### src/rtl/sumcomp4_pkg.sv
// Shared types and constants for the sumcomp4 adder arbiter.
// Holds the controller state encoding, opcodes and the signed-overflow rule.
package sumcomp4_pkg;

    typedef enum logic [1:0] {
        IDLE  = 2'd0,
        EXEC1 = 2'd1,
        EXEC2 = 2'd2,
        DONE  = 2'd3
    } state_t;

    localparam logic       OP_ADD = 1'b0;
    localparam logic       OP_SUB = 1'b1;
    localparam logic [3:0] ONE    = 4'b0001;

    // Signed overflow judged from the latched operands and the final sum.
    function automatic logic ovf_calc(input logic op, input logic [3:0] x,
                                      input logic [3:0] y, input logic [3:0] r);
        logic same_sign;
        same_sign = (x[3] == y[3]);
        if (op == OP_SUB)
            return !same_sign && (r[3] != x[3]);
        else
            return same_sign && (r[3] != x[3]);
    endfunction

endpackage

### src/rtl/sumcomp4_arbiter_rr_pick2.sv
// Combinational two-way round-robin picker.
// When both request, the one that did not win last time is chosen.
module rr_pick2 (
    input  logic req0,
    input  logic req1,
    input  logic last_grant,
    output logic grant_valid,
    output logic grant_id
);

    always_comb begin
        grant_valid = req0 | req1;
        grant_id    = (req0 && req1) ? ~last_grant : req1;
    end

endmodule

### src/rtl/sumcomp4_arbiter.sv
// Shares one external 4-bit adder between two requesters: round-robin grant,
// one adder pass for add, two for subtract, registered result and ack pulse.
module sumcomp4_arbiter
    import sumcomp4_pkg::*;
#(
    parameter int W = 4
) (
    input  logic         clk,
    input  logic         rst,
    input  logic         req0,
    input  logic         op0,
    input  logic [W-1:0] a0,
    input  logic [W-1:0] b0,
    input  logic         req1,
    input  logic         op1,
    input  logic [W-1:0] a1,
    input  logic [W-1:0] b1,
    output logic [W-1:0] adder_x,
    output logic [W-1:0] adder_y,
    input  logic [W-1:0] adder_s,
    output logic         ack0,
    output logic         ack1,
    output logic [W-1:0] result,
    output logic         ovf,
    output logic         busy
);

    state_t         state;
    logic [W-1:0]   opx;
    logic [W-1:0]   opy;
    logic           op;
    logic           owner;
    logic           last_grant;

    logic           grant_valid;
    logic           grant_id;
    logic           op_sel;
    logic [W-1:0]   a_sel;
    logic [W-1:0]   b_sel;

    rr_pick2 u_pick (
        .req0        (req0),
        .req1        (req1),
        .last_grant  (last_grant),
        .grant_valid (grant_valid),
        .grant_id    (grant_id)
    );

    always_comb begin
        op_sel = grant_id ? op1 : op0;
        a_sel  = grant_id ? a1  : a0;
        b_sel  = grant_id ? b1  : b0;
    end

    // Adder inputs are registered one state ahead, so in EXEC2 adder_x
    // itself holds the first-pass partial sum (x + ~y).
    // NOTE: every register here is updated with <= so all next-state values
    // are computed from the same pre-edge snapshot.
    always_ff @(posedge clk or posedge rst) begin
        if (rst) begin
            state      <= IDLE;
            opx        <= '0;
            opy        <= '0;
            op         <= OP_ADD;
            owner      <= 1'b0;
            last_grant <= 1'b1;
            adder_x    <= '0;
            adder_y    <= '0;
            ack0       <= 1'b0;
            ack1       <= 1'b0;
            result     <= '0;
            ovf        <= 1'b0;
            busy       <= 1'b0;
        end else begin
            ack0 <= 1'b0;
            ack1 <= 1'b0;
            case (state)
                IDLE: begin
                    if (grant_valid) begin
                        opx     <= a_sel;
                        opy     <= b_sel;
                        op      <= op_sel;
                        owner   <= grant_id;
                        adder_x <= a_sel;
                        adder_y <= (op_sel == OP_SUB) ? ~b_sel : b_sel;
                        busy    <= 1'b1;
                        state   <= EXEC1;
                    end
                end
                EXEC1: begin
                    if (op == OP_SUB) begin
                        adder_x <= adder_s;
                        adder_y <= ONE;
                        state   <= EXEC2;
                    end else begin
                        result  <= adder_s;
                        ovf     <= ovf_calc(op, opx, opy, adder_s);
                        adder_x <= '0;
                        adder_y <= '0;
                        ack0    <= ~owner;
                        ack1    <= owner;
                        state   <= DONE;
                    end
                end
                EXEC2: begin
                    result  <= adder_s;
                    ovf     <= ovf_calc(op, opx, opy, adder_s);
                    adder_x <= '0;
                    adder_y <= '0;
                    ack0    <= ~owner;
                    ack1    <= owner;
                    state   <= DONE;
                end
                DONE: begin
                    last_grant <= owner;
                    busy       <= 1'b0;
                    state      <= IDLE;
                end
                default: state <= IDLE;
            endcase
        end
    end

endmodule
### config.mk
export PLATFORM = sky130hd
export DESIGN_NAME = sumcomp4_arbiter
export DESIGN_NICKNAME = d
export VERILOG_FILES = /design/src/rtl/sumcomp4_pkg.sv /design/src/rtl/sumcomp4_arbiter_rr_pick2.sv /design/src/rtl/sumcomp4_arbiter.sv
export SDC_FILE = /design/constraint.sdc
export NUM_CORES = 1
export LEC_CHECK = 0
export ABC_AREA = 1
export CELL_PAD_IN_SITES_DETAIL_PLACEMENT = 0
export CELL_PAD_IN_SITES_GLOBAL_PLACEMENT = 1
export CORE_ASPECT_RATIO = 1.4
export CORE_UTILIZATION = 29
export CTS_CLUSTER_SIZE = 25
export DETAILED_ROUTE_END_ITERATION = 8
export PLACE_DENSITY_LB_ADDON = 0.1
export SYNTH_ARGS = -nofsm -noshare
export SYNTH_HDL_FRONTEND = slang
export SYNTH_SLANG_ARGS = --single-unit
export TNS_END_PERCENT = 30
### constraint.sdc
create_clock -name clk -period 1.45 [get_ports clk]
set_input_delay 0.29 -clock clk [delete_from_list [all_inputs] [get_ports clk]]
set_output_delay 0.29 -clock clk [all_outputs]
set_load 0.005 [all_outputs]
==> results.toml, run 1 <==
[run_status]
outcome = "completed"

[critical_path]
worstPathArrival_ns = 1.13
r2r-end = "ovf"
crit_family = "buffers and inverters"
crit_chain = "clkdlybuf4s50_1"
r2r_slack_ns = 0.10
rr_worst_depth = 6
cp.depth = 1
crit_type = "reg -> out"
critPathBufInv = 1
cpPeakStageDelay_ns = 0.51
crit_slowest_cell = "clkdlybuf4s50_1"
critPathMaxFanout = 2
start_kind = "flip-flop"
end_kind = "primary output"
required_ns = 1.16
reg2reg_from = "state[0]"

[layout]
drive_gt1_share_pct = 19.75
antennaDiodeCount = 0
layout_commonest_cell = "nand2_1"
layout.nets = 271
fillers = 456
final_cells = 298
final_util_pct = 48.86
final_cell_mix = "nand2_1 (58), clkdlybuf4s50_1 (30), buf_4 (23)"
area_delta_synth_final_pct = 60.02

[synth]
synthMuxAreaShare_pct = 0
synthesis.area_um2 = 1305
synth_area_leaders = "dfrtp_1 (42%), nand2_1 (17%), inv_1 (6.3%), ha_1 (5.8%), nand3_1 (3.5%)"
ys_ff_latch = 23
yosysSeqAreaShare_pct = 44.20
synth_top_family_by_area = "simple AND/OR/NAND/NOR gates"
ys_warn_count = 0
synth_largest_area_cell = "dfrtp_1"
synth_compound_area_share_pct = 11.12
yosys.area_share.xor_xnor_pct = 1.342
synthSimpleGateAreaFrac_pct = 29.82
syn_inst = 170
ys_types = 24
synth.avg_cell_area_um2 = 7.676
syn_nets = 202
synthAdderAreaFrac_pct = 5.753
synth_top_area_share_pct = 42.19

[route]
postRouteAntennaNets = 0
drt_wl_total_um = 3343
drt_iter0_markers = 23
via_per_inst = 4.262
drt-pass1-iter-count = 4
post_drt_wl_per_cell_um = 11.22
vias = 1270
drc_errors = 0

[global_route]
overflow = 0
grt_max_degree = 17
antenna_found_initial = 0
grt_pass1_vias = 1292
grt_pass1_wl_um = 5485
grt_use_total_pct = 15.46

[clock_network]
cts.clk_slew.worst_paths_ns = 0.08
cts_hold_buffers = 0
htreeDepth = 1
insertion_delay_ns = 0.26
clockBufferDepth = 2
cts_root_buf = "clkbuf_8"
tritoncts = "built"
cts_inserted_buffers = 3
numClockSinks = 23

[sta]
clock_skew_ns = 0.003382
setup_viol = 0
tightestPinTransition_ns = 0.3511
timing.fmax_mhz = 704.6
max_slew_margin_pct = 76.57
min_period_ns = 1.419
finalHoldViolations = 0
slew_viol_final = 0
rsz0062_at_grt = "true"
fin_ws_ns = 0.03080
finalCritPeriodShare_pct = 97.88

[floorplan]
rows = 28
die_h_um = 81.37
initial_utilization_pct = 30.53
die_area_um2 = 4776
die_w_um = 58.70
core-area_um2 = 4274
io_pins = 42

[worst_hold_path]
holdCritPathClass = "in -> async"

[pwr]
powerDensity_nw_per_um2 = 1909
p_leak_nw = 1.155
vdd_drop_max_mv = 0.8965
power_w = 0.003986

[placement]
hpwl_um = 2700
place.gp.congestion = 0.7161
place_inst = 293
io_buffers = 41
post-place-ws_ns = -0.1945

[job]
maxCapViolCount = 0
-- cell type report --
type | instances | area, um2 | share of cell area (%)
clock buffers | 4 | 45.04 | 2.157
inverters | 24 | 92.59 | 4.434
multi-input cells | 122 | 668.1 | 32.00
flip-flops and latches | 23 | 576.8 | 27.62
well taps | 60 | 75.07 | 3.595
repair buffers | 65 | 630.6 | 30.20
-- Yosys cell counts --
cell and number:
nand2_1 60, dfrtp_1 22, inv_1 22, nand3_1 9, a21oi_1 8, o21ai_1 8, nor2_1 7, o21ai_0 7
ha_1 6, nand2_2 4, inv_2 2, nor3_1 2, xor2_1 2, a21oi_4 1, buf_6 1, dfstp_2 1
nand2_4 1, nand3_2 1, nand3b_1 1, nand4_1 1, nor3_4 1, o211ai_1 1, o22ai_1 1, or2_2 1
-- worst max-delay path by stage --
stage	slack (ns)	endpoint	start
floorplan	0.05	result[0]	state[0]
global placement	-0.16	adder_y[1]	req1
detailed placement	-0.19	adder_y[2]	req0
CTS	0.009	adder_y[3]	adder_y[3]
global route	-0.008	adder_y[2]	state[0]
finish	0.03	adder_x[0]	adder_x[0]
-- sequential cells by signal, indices dropped and copies added (netlist names) --
name / count
adder_x: 4
adder_y: 4
result: 4
state: 2
ack0: 1
ack1: 1
busy: 1
last_grant: 1
op: 1
opx: 1
opy: 1
ovf: 1
owner: 1
-- timing repair --
| action | CTS | global route |
|---|---|---|
| setup endpoints to repair | 0 | 26 |
| gates resized for setup | 0 | 22 |
| buffers inserted | 0 | 1 |
-- kinds of logic (layout without fill, tap and decap cells) --
logic type | after synthesis | count (layout)
and+or+nand+nor | 88 | 88
AOI/OAI and AO/OA | 26 | 26
DFF | 23 | 23
xor gates and xnor gates | 2 | 2
adders and majority gates | 6 | 6
buffers and inverters | 25 | 93
-- power by group --
| group | internal, W | switching [W] |
|---|---|---|
| sequential | 0.000962 | 0.000180 |
| clock | 0.000196 | 0.000206 |
| combinational | 0.00124 | 0.00120 |
-- metrics by stage --
step                hold slack, ns  setup TNS, ns  instance area [um2]
global placement            0.4356         -1.712                 1977
global route                0.3344      -0.008494                 2088
floorplan                   0.2912              0                 1318
finish                      0.2862              0                 2088
CTS                         0.2988              0                 2022
detailed placement          0.4323         -2.218                 1977
-- metal layers --
layer	up-vias	GRT usage (%)	wire, um	part of all wire [%]
met3	4	2.229	141	4.2
met5	-	0	0	0
li1	669	-	-	-
met4	0	6.429	51	1.5
met2	29	29.54	1751	52
met1	568	16.58	1399	42
(Power assumes the default switching activity.)
==> run 2, diff against run 1 <==
- CORE_MARGIN: default -> 4
==> run 2 against run 1 <==
Routed wire length up 6.8%. Design area up 0.96%. Count of clock-buffer cells in the layout unchanged. Cell count up 0.67%. Critical path depth unchanged. Critical path type unchanged. Register-to-register slack about the same. Sequential power about the same.
==> results.toml, run 2 (same netlist as run 1, synthesis figures left out) <==
[run_status]
outcome = "completed"

[sta]
finalCritPeriodShare_pct = 97.44
slew_viol_final = 0
clock_skew_ns = 0.002787
timing.fmax_mhz = 707.8
finalHoldViolations = 0
max_slew_margin_pct = 75.57
min_period_ns = 1.413
setup_viol = 0
tightestPinTransition_ns = 0.3661
fin_ws_ns = 0.03717
rsz0062_at_grt = "false"

[pwr]
switching_share_pct = 40.57
vdd_drop_max_mv = 1.005
intPower_w = 0.002363
power_frac_seq_pct = 28.7
clkPwrFrac_pct = 10.3
pwr-share-comb_pct = 61.0
power_switching_w = 0.001613
powerDensity_nw_per_um2 = 1886
p_leak_nw = 1.169

[global_route]
grt_max_degree = 17
grt_pass1_wl_um = 6078
overflow = 0
antenna_found_initial = 0
grt_use_total_pct = 13.67
grt_pass1_vias = 1417

[floorplan]
core-area_um2 = 4274
rows = 28
die_w_um = 64.70
initial_utilization_pct = 30.53
io_pins = 42
die_h_um = 87.37
die_area_um2 = 5652

[layout]
antennaDiodeCount = 0
final_cell_mix = "nand2_1 (58), clkdlybuf4s50_1 (30), buf_4 (23)"
layout.nets = 273
fin_area_um2 = 2108
fillers = 459
top_regs = "adder_x x4, adder_y x4, result x4"
area_delta_synth_final_pct = 61.55
drive_gt1_share_pct = 20.42
final_util_pct = 49.33
final_cells = 300
layout_commonest_cell = "nand2_1"

[clock_network]
clockBufferDepth = 2
cts_inserted_buffers = 3
cts_root_buf = "clkbuf_8"
htreeDepth = 1
cts.clk_slew.worst_paths_ns = 0.09
tritoncts = "built"
numClockSinks = 23
insertion_delay_ns = 0.26

[critical_path]
start_kind = "flip-flop"
end_kind = "primary output"
required_ns = 1.16
worstPathArrival_ns = 1.12
crit_slowest_cell = "clkdlybuf4s50_1"
critPathMaxFanout = 2
critPathBufInv = 1
crit_family = "buffers and inverters"
crit_type = "reg -> out"
crit_chain = "clkdlybuf4s50_1"
cpPeakStageDelay_ns = 0.51

[route]
drt-pass1-iter-count = 4
via_per_inst = 4.363
drt_wl_total_um = 3571
post_drt_wl_per_cell_um = 11.90
vias = 1309
postRouteAntennaNets = 0
drt_iter0_markers = 35
drc_errors = 0

[placement]
place.gp.congestion = 0.7363
hpwl_um = 2851
place_area_um2 = 1962
io_buffers = 41
post-place-ws_ns = -0.2073
place_inst = 291

[worst_hold_path]
holdCritPathClass = "in -> async"

[job]
maxCapViolCount = 0
## run 2: changes by cell type in the layout (fill, tap and decap cells not counted)
cell     before  now
buf_6         0    1
inv_4         1    0
nand2_4       3    4
inv_2         4    5
## run 2: timing repair
item / in CTS / in global routing
gates resized for setup: 0 / 23
pin swaps: 0 / 3
gates cloned: 0 / 1
setup endpoints to repair: 1 / 27
hold buffers: 0 / 0
buffers inserted: 1 / 3
## run 2: final timing paths
| check | from | to | slack, ns | cells past startpoint |
|---|---|---|---|---|
| max reg2reg | state[1] | adder_y[1] | 0.11 | 7 |
| min | rst | state[0] | 0.29 | 2 |
| max in group asynchronous | rst | adder_y[0] | 0.75 | 3 |
| min in group clk | owner | ack0 | 0.45 | 1 |
| max | adder_x[0] | adder_x[0] | 0.04 | 1 |
| min reg2reg | owner | ack0 | 0.45 | 1 |
## run 2: area by class of cell
type	count	area (um2)	area share (%)
Clock buffer	4	45.04	2.137
Inverter	24	90.09	4.273
Multi-Input combinational cell	123	679.4	32.23
Sequential cell	23	576.8	27.36
Tap cell	60	75.07	3.561
Timing Repair Buffer	66	641.9	30.45
## run 2: power groups by stage
stage,sequential (W),combinational (W),clock [W]
4_1_cts,0.00114,0.00240,0.000425
3_3_place_gp,0.00115,0.00233,0
2_1_floorplan,0.00116,0.00125,0
3_5_place_dp,0.00115,0.00237,0
6_report,0.00114,0.00242,0.000410
5_1_grt,0.00119,0.00275,0.000449
## run 2: layer usage
layer | wire (um) | GRT usage, %
met5 | 0 | 0
met4 | 23 | 4.038
met1 | 1454 | 14.27
met3 | 171 | 2.972
met2 | 1921 | 26.79
## run 2: metrics by stage
step / hold WS (ns) / total power, W / TNS [ns]
CTS: 0.3055 / 0.003968 / 0
global placement: 0.4365 / 0.003473 / -1.718
finish: 0.2926 / 0.003976 / 0
detailed placement: 0.4334 / 0.003525 / -2.132
floorplan: 0.2912 / 0.002411 / 0
global route: 0.3343 / 0.004380 / 0
